===== src/rtl/ram_bus_arbiter.sv =====
// ram_bus_arbiter: two-master arbiter in front of a single RAM data port.
// Accepts one request at a time and runs it through IDLE -> XFER -> DONE.
// The bus is driven only in XFER. Completion is a one-cycle ack in DONE.
// Ties go round-robin by default. With FIXED_PRIO=1, M0 always wins a tie.
module ram_bus_arbiter #(
    parameter int ADDR_W     = 32,
    parameter int DATA_W     = 32,
    parameter int CTRL_W     = 3,
    parameter bit FIXED_PRIO = 1'b0
) (
    input  logic              clk,
    input  logic              reset,

    input  logic              m0_req,
    input  logic              m0_we,
    input  logic [ADDR_W-1:0] m0_addr,
    input  logic [DATA_W-1:0] m0_wData,
    input  logic [CTRL_W-1:0] m0_ctrl,
    output logic              m0_ack,
    output logic [DATA_W-1:0] m0_rData,

    input  logic              m1_req,
    input  logic              m1_we,
    input  logic [ADDR_W-1:0] m1_addr,
    input  logic [DATA_W-1:0] m1_wData,
    input  logic [CTRL_W-1:0] m1_ctrl,
    output logic              m1_ack,
    output logic [DATA_W-1:0] m1_rData,

    output logic              busWe,
    output logic [ADDR_W-1:0] busAddr,
    output logic [DATA_W-1:0] busWData,
    output logic [CTRL_W-1:0] ramControl,
    input  logic [DATA_W-1:0] busRData,

    output logic              owner,
    output logic              busy
);

    typedef enum logic [1:0] {
        IDLE = 2'd0,
        XFER = 2'd1,
        DONE = 2'd2
    } stateT;

    stateT             state;
    stateT             nextState;
    logic              lastGrant;
    logic              ownerQ;
    logic              winner;
    logic              anyReq;
    logic              latWe;
    logic [ADDR_W-1:0] latAddr;
    logic [DATA_W-1:0] latWData;
    logic [CTRL_W-1:0] latCtrl;
    logic [DATA_W-1:0] rDataQ;

    // Winner selection: a single requester wins. A tie goes to M0 or to the master that was not granted last.
    always_comb begin
        anyReq = m0_req | m1_req;
        winner = 1'b0;
        if (m0_req && m1_req) begin
            winner = FIXED_PRIO ? 1'b0 : ~lastGrant;
        end else if (m1_req) begin
            winner = 1'b1;
        end
    end

    // Next-state logic: advance one state per clock and start only from IDLE with a pending request.
    always_comb begin
        // NOTE: assigning a default before the case means no path can leave nextState unassigned, so no latch is inferred.
        nextState = state;
        case (state)
            IDLE:    if (anyReq) nextState = XFER;
            XFER:    nextState = DONE;
            DONE:    nextState = IDLE;
            default: nextState = IDLE;
        endcase
    end

    // State register and transfer datapath: latch the winner in IDLE, capture the read in XFER, record the grant in DONE.
    always_ff @(posedge clk or negedge reset) begin
        // NOTE: the latched request and read data are also reset, so nothing undefined is visible after reset. The outputs are gated by state anyway.
        if (!reset) begin
            state     <= IDLE;
            lastGrant <= 1'b1;
            ownerQ    <= 1'b0;
            latWe     <= 1'b0;
            latAddr   <= '0;
            latWData  <= '0;
            latCtrl   <= '0;
            rDataQ    <= '0;
        end else begin
            // NOTE: non-blocking assignments make every register here update from pre-edge values, independent of statement order.
            state <= nextState;
            case (state)
                IDLE: begin
                    if (anyReq) begin
                        ownerQ   <= winner;
                        latWe    <= winner ? m1_we    : m0_we;
                        latAddr  <= winner ? m1_addr  : m0_addr;
                        latWData <= winner ? m1_wData : m0_wData;
                        latCtrl  <= winner ? m1_ctrl  : m0_ctrl;
                    end
                end
                XFER: begin
                    rDataQ <= latWe ? '0 : busRData;
                end
                DONE: begin
                    lastGrant <= ownerQ;
                end
                default: ;
            endcase
        end
    end

    // Output decode: the bus is live only in XFER, and the owner's ack and read data are live only in DONE.
    always_comb begin
        busWe      = 1'b0;
        busAddr    = '0;
        busWData   = '0;
        ramControl = '0;
        m0_ack     = 1'b0;
        m1_ack     = 1'b0;
        m0_rData   = '0;
        m1_rData   = '0;
        if (state == XFER) begin
            busWe      = latWe;
            busAddr    = latAddr;
            busWData   = latWData;
            ramControl = latCtrl;
        end
        if (state == DONE) begin
            if (ownerQ) begin
                m1_ack   = 1'b1;
                m1_rData = rDataQ;
            end else begin
                m0_ack   = 1'b1;
                m0_rData = rDataQ;
            end
        end
    end

    assign owner = ownerQ;
    assign busy  = (state != IDLE);

endmodule


===== config.mk =====
export PLATFORM = sky130hd
export DESIGN_NAME = ram_bus_arbiter
export DESIGN_NICKNAME = d
export VERILOG_FILES = /design/src/rtl/ram_bus_arbiter.sv
export SDC_FILE = /design/constraint.sdc
export NUM_CORES = 1
export LEC_CHECK = 0
export CAP_MARGIN = 0
export CORE_AREA = 2 2 120 122
export DETAILED_ROUTE_END_ITERATION = 8
export DIE_AREA = 0 0 122 124
export DONT_BUFFER_PORTS = 1
export GPL_TIMING_DRIVEN = 1
export PLACE_DENSITY = 0.65
export SYNTH_ARGS = -nofsm -noshare
export SYNTH_HDL_FRONTEND = slang
export SYNTH_SLANG_ARGS = --single-unit

===== constraint.sdc =====
create_clock -name clk -period 2.2 [get_ports clk]
set_clock_uncertainty 0.2 [all_clocks]
set_input_delay 0.44 -clock clk [delete_from_list [all_inputs] [get_ports clk]]
set_output_delay 0.44 -clock clk [all_outputs]
set_load 0.005 [all_outputs]

==> qor.csv, run 1 <==
metric,value,unit
cell count after synthesis,520,
endpoints failing setup,0,
Tmin final,2160,ps
status,"complete, but fails checks",
violated checks,hold timing,
library cells used by synthesis,18,
compound-cell area share of the yosys netlist,0.5427,%
htree depth,3,
CTS max path bufs,2,
area delta synth->final,9.855,%
initial core utilization,42.02,%
die area,15130,sq um
yosys warns,0,
top cell type's share of synthesized area,44.71,%
pins over their slew limit,0,
Mapped Area,5764,sq um
DR iter-0 viols,120,
share of cells above drive strength 1,33.40,%
Simple-Gate Fraction of Synth Area,23.07,%
"commonest non-fill, non-tap cell in the layout",and2_1,
global route overflow,0,
RSZ-0062 raised after global routing,yes,
placed cells,671,
clk slew on worst S/H paths,70,ps
Seq cells post-synth,104,
Synth Area in Adders,0,%
Final Routed Wirelength,13850,um
Die Y-Extent,124,um
CP required,1560,ps
Hold WC Path Type,in2async,
# diodes,0,
Worst-Margin Slew,332.6,ps
CP Max Fanout,51,
GPL Wtd Cong,0.8061,
FILL cells,1267,
Core Region,13720,sq um
wire length per cell,20.10,um
Non-Filler Instances,689,
"commonest cells after routing, fill and taps aside","and2_1 (131), mux2_2 (118), dfrtp_1 (103), nand2_1 (64), nand3b_1 (32)",
mux share of post-synthesis cell area,27.74,%
final antenna-violating net count,0,
RR Startpoint,lastGrant,
max_cap viols,0,
PD cells,1380,nW/um^2
Setup Crit Path Kind,reg2out,
overall power,8.740,mW
Max VDD drop,0.0005104,V
synth top area cells,"dfrtp_1 (45%), mux2_2 (23%), and2_1 (14%)",
Pre-antenna DRT Iters,4,
Mapped Nets,692,
Worst Path Arrival,1520,ps
worst setup path startpoint,state[1],
Fmax,0.4631,GHz
CTS tree,built,
combinational family with the most area after synthesis,multiplexers,
XOR/XNOR share of the synthesized area,0,%
largest net degree at the start of global routing,105,
sequential area share after synthesis,45.17,%
Final nets,677,
WHS,-418.1,ps
Die Width,122,um
num rows,43,
DR vias/cell,5.403,
Synth Area per Inst,11.09,sq um
IO Pins,308,
crit start category,flip-flop,
DPL Wire Length,9355,um
DR vias,3723,
setup bufs post-CTS,0,
slew margin rel.,77.83,%
first-pass GRT wire length,19580,um
clk sinks,104,
Root Driver,clkbuf_16,
Yosys top cell by area,dfrtp_1,
CTS buffer count,9,
Clock Latency Late Sink,340,ps
I/O Buffers,0,
All-Layer GR Usage,16.87,%
Util after Layout,46.16,%
CP endpoint kind,output port,
vias in the first global route,3788,
leakage,2.818,nW
Tcrit/Tclk final,98.16,%
initial antenna violation count,0,
final hold violation count,104,
Residual DRC,0,
flip-flops by register name, indices dropped and copies added (netlist names):
name       cells
rDataQ        32
latWe          1
state          2
latWData      32
latCtrl        3
latAddr       32
lastGrant      1
owner          1
critical path, cell delays in order (launching register included):
cell and delay [ps]:
dfrtp_1 390, nand2b_1 170, inv_2 150, buf_16 220
and2_1 200
synthesized netlist by cell type (all sizes together):
cell    count
a21bo       1
a21o        1
and2      132
buf        17
clkbuf     23
dfrtp     103
dfstp       1
inv         3
mux2      136
nand2      64
nand2b      2
nand3b     32
nor2        3
o21a        1
o22ai       1
final timing paths:
| kind | to | slack [ps] | depth (start not counted) |
|---|---|---|---|
| worst max-delay path | busWData[6] | 40 | 4 |
| worst min-delay path | rDataQ[17] | -420 | 0 |
| worst max register to register | latWData[12] | 270 | 4 |
| worst min register to register | rDataQ[12] | 280 | 2 |
| max in group asynchronous | rDataQ[14] | 1960 | 0 |
| min in group clk | rDataQ[27] | 30 | 2 |
stage by stage:
stage | cell area, sq um | hold WS (ps) | TNS, ps | worst slack (ps)
6_report | 6332 | -418.1 | 0 | 40.50
3_3_place_gp | 5962 | -52.91 | 0 | 332.4
4_1_cts | 6262 | -433.2 | -322.7 | -25.38
5_1_grt | 6332 | -441.2 | -1408 | -35.93
3_5_place_dp | 5962 | -52.50 | 0 | 290.0
2_1_floorplan | 5764 | -55.59 | 0 | 326.5
report_power, final:
part / switching (mW) / leakage, nW / internal (mW)
Combinational: 1.80 / 1.42 / 1.91
Sequential: 0.539 / 1.26 / 2.91
Clock: 0.676 / 0.139 / 0.907
Total: 3.01 / 2.82 / 5.73
kinds of logic after synthesis:
group,after synthesis
AO/OA/AOI/OAI,4
buffers and inverters,43
flip-flops,104
multiplexers,136
AND/OR/NAND/NOR,233
cell type report:
class	instances	area, sq um	area share, %
Timing Repair Buffer	14	216.5	3.418
Inverter	3	11.26	0.1778
Multi-Input combinational cell	373	2987	47.16
Tap cell	180	225.2	3.557
Clock inverter	3	42.54	0.6718
Clock buffer	12	246.5	3.893
Sequential cell	104	2604	41.12
timing repair:
action,4_1_cts,5_1_grt
endpoints found under the setup margin,46,127
gates resized for setup,2,9
cloned,0,3
pin swaps,0,1
endpoints found under the hold margin,104,104
per-layer routing:
layer	vias up	track usage [%]	share of wire, %
met5	-	0	0
met4	0	6.106	1.3
met3	10	5.769	9.1
met2	197	30.24	52
met1	1831	18.57	38
li1	1685	-	-
Note: power is estimated with default switching activity, not from simulation.
==> run 2, diff against run 1 <==
--- a/config.mk
+++ b/config.mk
@@ -6,12 +6,13 @@
 export NUM_CORES = 1
 export LEC_CHECK = 0
 export CAP_MARGIN = 0
-export CORE_AREA = 2 2 120 122
+export CORE_AREA = 2 2 119 121
+export CTS_BUF_LIST = sky130_fd_sc_hd__clkbuf_2 sky130_fd_sc_hd__clkbuf_4 sky130_fd_sc_hd__clkbuf_8
 export DETAILED_ROUTE_END_ITERATION = 8
-export DIE_AREA = 0 0 122 124
+export DIE_AREA = 0 0 121 123
 export DONT_BUFFER_PORTS = 1
 export GPL_TIMING_DRIVEN = 1
-export PLACE_DENSITY = 0.65
+export PLACE_DENSITY = 0.66
 export SYNTH_ARGS = -nofsm -noshare
 export SYNTH_HDL_FRONTEND = slang
 export SYNTH_SLANG_ARGS = --single-unit
==> qor.csv, run 2 (synthesis results as in run 1) <==
metric,value,unit,change
CP endpoint kind,output port,,
slew margin rel.,76.47,%,-1.4 points
Die Width,121,um,-0.82%
DR iter-0 viols,128,,+6.7%
largest net degree at the start of global routing,105,,unchanged
crit-path max cell delay,410,ps,+20 ps
Root Driver,clkbuf_8,,
FILL cells,1206,,-4.8%
clk sinks,104,,unchanged
hold buffer count at cts,27,,
WHS,-445.7,ps,-27.59 ps
Residual DRC,0,,unchanged
Die Y-Extent,123,um,-0.81%
critical path cell sequence,"nand2b_2, nor2_4, buf_12, and2_1",,
Final Routed Wirelength,14910,um,+7.6%
final hold violation count,104,,unchanged
Tcrit/Tclk final,99.12,%,+0.97 points
PD cells,1327,nW/um^2,-3.8%
crit start category,flip-flop,,
All-Layer GR Usage,18.20,%,+1.3 points
overall power,8.785,mW,+0.51%
Post-Layout Inst Area,6619,sq um,+4.5%
max_cap viols,0,,unchanged
"commonest cells after routing, fill and taps aside","and2_1 (127), mux2_2 (118), dfrtp_1 (103), nand2_1 (64), nand3b_1 (32)",,
global route overflow,0,,unchanged
setup ws final,19.25,ps,-21.25 ps
"delay-heaviest family, CP",simple AND/OR/NAND/NOR gates,,
CP max-delay cell,dfrtp_1,,
num rows,43,,unchanged
placed cells,671,,unchanged
Largest regs,"latAddr (32), latWData (32), rDataQ (32)",,
wire length per cell,20.67,um,+2.9%
endpoints failing setup,0,,unchanged
share of cells above drive strength 1,33.58,%,+0.18 points
Setup Crit Path Kind,reg2out,,
Util after Layout,48.63,%,+2.5 points
IO Pins,308,,unchanged
clk slew on worst S/H paths,90,ps,+20 ps
violated checks,hold timing,,
Tmin final,2181,ps,+21.25 ps
Critical path buffers and inverters,1,,-1
status,"complete, but fails checks",,
CTS tree,built,,
first-pass GRT wire length,20640,um,+5.5%
DR vias,3771,,+1.3%
Place WS,205.2,ps,-84.76 ps
die area,14880,sq um,-1.6%
CTS max path bufs,2,,unchanged
Clock Latency Late Sink,370,ps,+30 ps
I/O Buffers,0,,unchanged
vias in the first global route,3839,,+1.3%
Pre-antenna DRT Iters,4,,unchanged
TNS Setup,0,ps,unchanged
Fmax,0.4586,GHz,-0.97%
Max VDD drop,0.0005051,V,-1.0%
M3 GR Usage,5.950,%,+0.18 points
initial core utilization,42.35,%,+0.33 points
Area after DPL,5937,sq um,-0.42%
CP required,1560,ps,about the same
initial antenna violation count,1,,+1
leakage,2.935,nW,+4.1%
GPL Wtd Cong,0.8157,,+1.2%
pins over their slew limit,0,,unchanged
Worst-Margin Slew,353.0,ps,+20.40 ps
CP Max Fanout,18,,-65%
Non-Filler Instances,721,,+4.6%
RSZ-0062 raised after global routing,yes,,
"commonest non-fill, non-tap cell in the layout",and2_1,,
Reg2Reg Setup Slack,190,ps,-80 ps
final antenna-violating net count,0,,unchanged
Core Region,13610,sq um,-0.78%
htree depth,3,,unchanged
GRT busiest layer,met2,,
met2 Use GR,32.69,%,+2.5 points
Hold WC Path Type,in2async,,
Final nets,706,,+4.3%
CTS buffer count,9,,unchanged
area delta synth->final,14.83,%,
Worst Path Arrival,1540,ps,+20 ps
grt met1 use,20.03,%,+1.5 points
DPL Wire Length,9697,um,+3.7%
DR vias/cell,5.230,,-3.2%
[run 2: cell types whose count changed in the layout (fill, tap and decap cells not counted), sizes merged]
cell and change:
diode +2, clkbuf -1, inv -1, bufinv +2
dlygate4sd3 +27, buf +1, clkinv +2
[run 2: final timing paths]
path	start	end	cells past startpoint
min reg2reg	rDataQ[1]	rDataQ[1]	2
max	state[0]	m0_rData[31]	4
min in group clk	busRData[30]	rDataQ[30]	2
min	reset	rDataQ[1]	0
max reg2reg	lastGrant	latWData[4]	4
max in group asynchronous	reset	lastGrant	0
[run 2: where the power goes]
part | leakage [nW] | internal, mW | switching [mW] | total (mW)
Sequential | 1.26 | 2.91 | 0.563 | 3.47
Clock | 0.120 | 0.765 | 0.653 | 1.42
Combinational | 1.56 | 2.05 | 1.85 | 3.90
[run 2: what timing repair did]
action                                 CTS  global route
setup buffers                            0             1
resized for setup                        7            17
endpoints found under the hold margin  131           104
cloned                                   1             3
pin swaps                                0             1
setup endpoints to repair              124           132
[run 2: cell type report]
cell class                 count  area, sq um  share of cell area, %
tap                          180        225.2                  3.403
clock inverter                 6        107.6                  1.626
antenna                        2        5.005                0.07561
timing repair buffer          43        523.0                  7.902
sequential                   104         2604                  39.34
multi-input combinational    373         3007                  45.43
clock buffer                  10        131.4                  1.985
inverter                       3        16.27                 0.2457
[run 2: worst reg2reg max path, stage by stage, from the launching register on]
cell     delay [ps]
dfstp_2         540
a21bo_4         180
buf_12          260
mux2_2          460
mux2_2          260
[run 2: per-layer routing]
| layer | vias up | wire length [um] |
|---|---|---|
| li1 | 1740 | - |
| met4 | 0 | 191 |
| met5 | - | 0 |
| met1 | 1832 | 5792 |
| met3 | 11 | 1212 |
| met2 | 188 | 7709 |
